<file path="config.mk">
export PLATFORM = sky130hd
export DESIGN_NAME = mux2_arbiter
export DESIGN_NICKNAME = d
export VERILOG_FILES = /design/src/rtl/mux2_arbiter.sv
export SDC_FILE = /design/constraint.sdc
export NUM_CORES = 1
export LEC_CHECK = 0
export CORE_MARGIN = 8
export CORE_UTILIZATION = 29
export CTS_CLUSTER_DIAMETER = 30
export DETAILED_ROUTE_END_ITERATION = 7
export HOLD_SLACK_MARGIN = 0.02
export PLACE_DENSITY = 0.86
export SETUP_SLACK_MARGIN = 0.02
export SLEW_MARGIN = 20
export SYNTH_ARGS = -nofsm -noshare
export SYNTH_HDL_FRONTEND = slang
export SYNTH_SLANG_ARGS = --single-unit
</file>
<file path="constraint.sdc">
create_clock -name clk -period 3.1 [get_ports clk]
set_input_delay 0.775 -clock clk [delete_from_list [all_inputs] [get_ports clk]]
set_output_delay 0.775 -clock clk [all_outputs]
set_load 0.02 [all_outputs]
</file>
<file path="src/rtl/mux2_arbiter.sv">
// mux2_arbiter
// Round-robin arbiter sharing one downstream valid/ready channel between two
// packet requesters. A grant is held for a whole packet. A grant can also end
// when a burst limit forces a switch to a waiting requester. The registered
// select is exported so other shared 2:1 muxes can follow the same choice.
//
// Ports:
//   clk, reset            rising-edge clock, synchronous active-high reset
//   req_valid[1:0]        per-requester beat valid (bit k = requester k)
//   req_last[1:0]         per-requester last-beat flag
//   req_data0/req_data1   requester beat data
//   req_ready[1:0]        per-requester accept
//   out_valid/out_data/out_last/out_ready   downstream channel
//   grant[1:0]            one-hot registered grant, 00 when idle
//   sel                   registered mux select (current/most recent grant)
//   busy                  1 while a grant is held
//   fsm_state[1:0]        arbiter state (0 idle, 1 grant0, 2 grant1)
//
// Handshake: a beat moves on a rising edge when valid and ready are both high
// on the same channel. Valid does not depend on ready. Ready from the arbiter
// is the downstream ready passed through to the granted requester only.
// Both valid and ready are forced low while reset is high.

module mux2_arbiter #(
  parameter int WIDTH     = 32,
  parameter int MAX_BURST = 4
) (
  input  logic             clk,
  input  logic             reset,
  input  logic [1:0]       req_valid,
  input  logic [1:0]       req_last,
  input  logic [WIDTH-1:0] req_data0,
  input  logic [WIDTH-1:0] req_data1,
  output logic [1:0]       req_ready,
  output logic             out_valid,
  output logic [WIDTH-1:0] out_data,
  output logic             out_last,
  input  logic             out_ready,
  output logic [1:0]       grant,
  output logic             sel,
  output logic             busy,
  output logic [1:0]       fsm_state
);

  localparam int CW = $clog2(MAX_BURST) + 1;
  // Count value of the final beat allowed in one burst (beat_cnt+1 == MAX_BURST).
  localparam logic [CW-1:0] BURST_LAST = CW'(MAX_BURST - 1);

  typedef enum logic [1:0] {
    IDLE   = 2'd0,
    GRANT0 = 2'd1,
    GRANT1 = 2'd2
  } state_t;

  state_t        state, state_n;
  logic          sel_n;
  logic          last_grant, last_grant_n;
  logic [CW-1:0] beat_cnt, beat_cnt_n;
  logic          pick;
  logic          other;
  logic          accept;
  logic          ready_bit;

  // In a grant state sel always equals the granted index.
  assign other  = ~sel;
  assign accept = req_valid[sel] & out_ready;

  always_comb begin
    state_n      = state;
    sel_n        = sel;
    last_grant_n = last_grant;
    beat_cnt_n   = beat_cnt;
    pick         = 1'b0;
    case (state)
      IDLE: begin
        if (req_valid != 2'b00) begin
          // Both waiting: alternate away from the most recent grant.
          pick         = (req_valid == 2'b11) ? ~last_grant : req_valid[1];
          state_n      = pick ? GRANT1 : GRANT0;
          sel_n        = pick;
          last_grant_n = pick;
          beat_cnt_n   = '0;
        end
      end
      GRANT0, GRANT1: begin
        if (accept) begin
          if (req_last[sel] || (beat_cnt == BURST_LAST)) begin
            if (req_valid[other]) begin
              // Release or preemption straight to the waiting requester.
              state_n      = other ? GRANT1 : GRANT0;
              sel_n        = other;
              last_grant_n = other;
              beat_cnt_n   = '0;
            end else if (req_last[sel]) begin
              state_n    = IDLE;
              beat_cnt_n = '0;
            end else begin
              // Burst limit reached but nobody is waiting: start a new burst.
              beat_cnt_n = '0;
            end
          end else begin
            beat_cnt_n = beat_cnt + 1'b1;
          end
        end
      end
      default: state_n = IDLE;
    endcase
  end

  always_ff @(posedge clk) begin
    if (reset) begin
      state      <= IDLE;
      sel        <= 1'b0;
      last_grant <= 1'b1;
      beat_cnt   <= '0;
    end else begin
      state      <= state_n;
      sel        <= sel_n;
      last_grant <= last_grant_n;
      beat_cnt   <= beat_cnt_n;
    end
  end

  assign grant     = {state == GRANT1, state == GRANT0};
  assign busy      = |grant;
  assign fsm_state = state;

  assign out_data  = sel ? req_data1 : req_data0;
  assign out_last  = req_last[sel];
  assign out_valid = ~reset & busy & req_valid[sel];
  assign ready_bit = ~reset & busy & out_ready;
  assign req_ready = sel ? {ready_bit, 1'b0} : {1'b0, ready_bit};

endmodule

</file>
==> out/metrics.yaml <==
cells_and_area:
  n_fill_cell: 300
  design_area_um2: 2190
  antennaDiodeCount: 0
  area_growth_syn_to_layout_pct: 128
  nNetsFinal: 298
  drive_above_1_share_pct: 21.8
  final_core_util_pct: 67.1
detailed_routing:
  dr.pass1.iters: 4
  vias: 1242
  wl_met3_um: 418
  routed-wl-met2_um: 2200
  drc: 0
  ant_nets: 0
  wl_met1_um: 1310
  top_layer: "met4"
  routed_wl_um: 3970
  drt_iter0_markers: 53
  wl_per_cell_um: 14.9
  via_per_inst: 4.67
clock_tree:
  cts_num_sinks: 7
  clk_latency_ns: 0.25
  cts_buffer_depth: 2
  cts_root_buffer: "clkbuf_4"
  clk_pin_slew_ns: 0.05
  cts_tree: "built"
  cts-buffers-inserted: 3
  cts_max_level: 1
sta:
  fin_tns_setup_ns: 0
  fin_skew_ns: 0.00447
  maxSlewViolCount: 0
  rsz0062_at_grt: "false"
  clock.fmax_ghz: 0.341
  max_slew_margin_pct: 59.9
  tightest_slew_ns: 0.599
  fin_crit_sh_pct: 94.7
  setup_viol: 0
  final.setup.worst_slack_ns: 0.165
  hold_viol_final: 0
  fin_crit_ns: 2.93
synthesis:
  synth.area.top_cells: "mux2_2, dfxtp_1, ha_1"
  ys_ff_latch: 7
  synth_top_cell_by_area: "mux2_2"
  synth_top_area_share_pct: 37.5
  netlist_instances: 105
  synth_area_um2: 961
  syn-num-nets: 182
  synth.distinct_cells: 25
  syn_area_per_cell_um2: 9.15
  yosysSeqAreaShare_pct: 14.6
  ys.warnings.count: 0
setup_path:
  critPathLaunchType: "primary input"
  critPathLaunch: "reset"
  arrival_ns: 2.16
  r2r_start: "sel"
  cp_max_fo: 7
  cp.required_ns: 2.32
  cp-end-kind: "primary output"
  path_class: "in -> out"
die:
  die_h_um: 73.6
  dieArea_um2: 5410
  start_util_pct: 29.5
  core_um2: 3260
  ios: 113
  chipWidth_um: 73.6
  rows: 21
power_and_ir_drop:
  cellPowerDensity_nw_per_um2: 553
  ir_worst_vdd_mv: 0.238
  power.leakage_nw: 0.843
  power_w: 0.00121
placed_design:
  hpwl_um: 3500
  port-buffer-count: 112
  place_area_um2: 2150
  post-place-ws_ns: 0.144
  gp_congestion: 0.789
global_routing:
  grt_pass1_vias: 1288
  grt_max_degree: 36
  antenna_found_initial: 0
  gr-total-overflow: 0
  grtUsageTotal_pct: 13.9
  grt_pass1_wl_um: 5910
status:
  status: "finished, final reports clean"
hold_path:
  hp-class: "reg -> reg"
  min-delay-start: "beat_cnt[2]"
run:
  maxCapViolations: 0
## Yosys cell counts (all sizes together)
cell	instances
inv	4
a211oi	1
nand4b	1
mux2	34
nor3	3
nand3	1
mux2i	6
nor2b	2
nand2	5
nor3b	3
or3b	1
or4	1
buf	6
nor2	8
and3b	1
o21ai	5
ha	6
a32oi	1
clkbuf	1
or4b	1
a21oi	5
dfxtp	7
nand2b	2
## state kept, by name (all words and copies together), names as in the netlist
name and count:
beat_cnt 3, fsm_state 2, last_grant 1, sel 1
## timing repair
| action | 4_1_cts | 5_1_grt |
|---|---|---|
| endpoints found under the setup margin | 0 | 9 |
| setup buffers | 0 | 0 |
| hold buffers | 0 | 0 |
| gates resized for setup | 0 | 3 |
## per-stage QoR
step	hold WS (ns)	instances
3_5_place_dp	0.481	262
2_1_floorplan	0.457	105
6_report	0.491	266
4_1_cts	0.496	266
3_3_place_gp	0.475	262
5_1_grt	0.527	266
## power breakdown
part           internal, W  leakage [nW]  switching [W]
combinational     0.000533         0.770       0.000417
clock            0.0000491        0.0150      0.0000332
sequential        0.000119        0.0580      0.0000572
total             0.000701         0.843       0.000507
## critical path, stage by stage
cell             delay, ns
clkdlybuf4s50_1       0.51
nor3b_1               0.23
clkdlybuf4s50_1       0.64
## layout by cell type (no fill, tap or decap), types with 2 or more instances in the layout
master	n
ha_1	5
nand2b_1	2
clkdlybuf4s50_1	112
inv_1	4
mux2_4	2
nor2_1	8
clkbuf_4	3
dfxtp_1	6
nor3b_1	3
mux2i_1	6
mux2_2	32
o21ai_0	5
buf_4	6
a21oi_1	5
nor2b_1	2
nor3_1	3
nand2_1	5
## routing by layer
metal,global-route usage [%],up-vias
li1,-,613
met1,13.2,569
met2,26.0,56
met3,6.00,4
met4,4.66,0
met5,0,-
## kinds of logic (layout without fill, tap and decap cells)
family,after synthesis,after routing,share of synthesized area (%)
buffers and inverters,11,126,5.73
adders and majority gates,6,6,7.81
DFF,7,7,14.6
AOI/OAI and AO/OA,12,12,6.90
muxes,40,40,46.9
and+or+nand+nor,29,29,18.1
## final cells by class
| class | instances | area [um^2] | area share (%) |
|---|---|---|---|
| tap | 46 | 57.6 | 2.63 |
| timing repair buffer | 118 | 1170 | 53.3 |
| multi-input combinational | 87 | 778 | 35.6 |
| clock buffer | 4 | 26.3 | 1.20 |
| sequential | 7 | 144 | 6.58 |
| inverter | 4 | 15.0 | 0.686 |
## worst paths after layout
check                               endpoint  slack [ns]  cells past startpoint
worst max-delay path               out_valid        0.17                      3
worst min-delay path             beat_cnt[2]        0.49                      2
worst max register to register  fsm_state[0]        1.00                      5
worst min register to register   beat_cnt[2]        0.49                      2
Note: power is estimated with default switching activity, not from simulation.
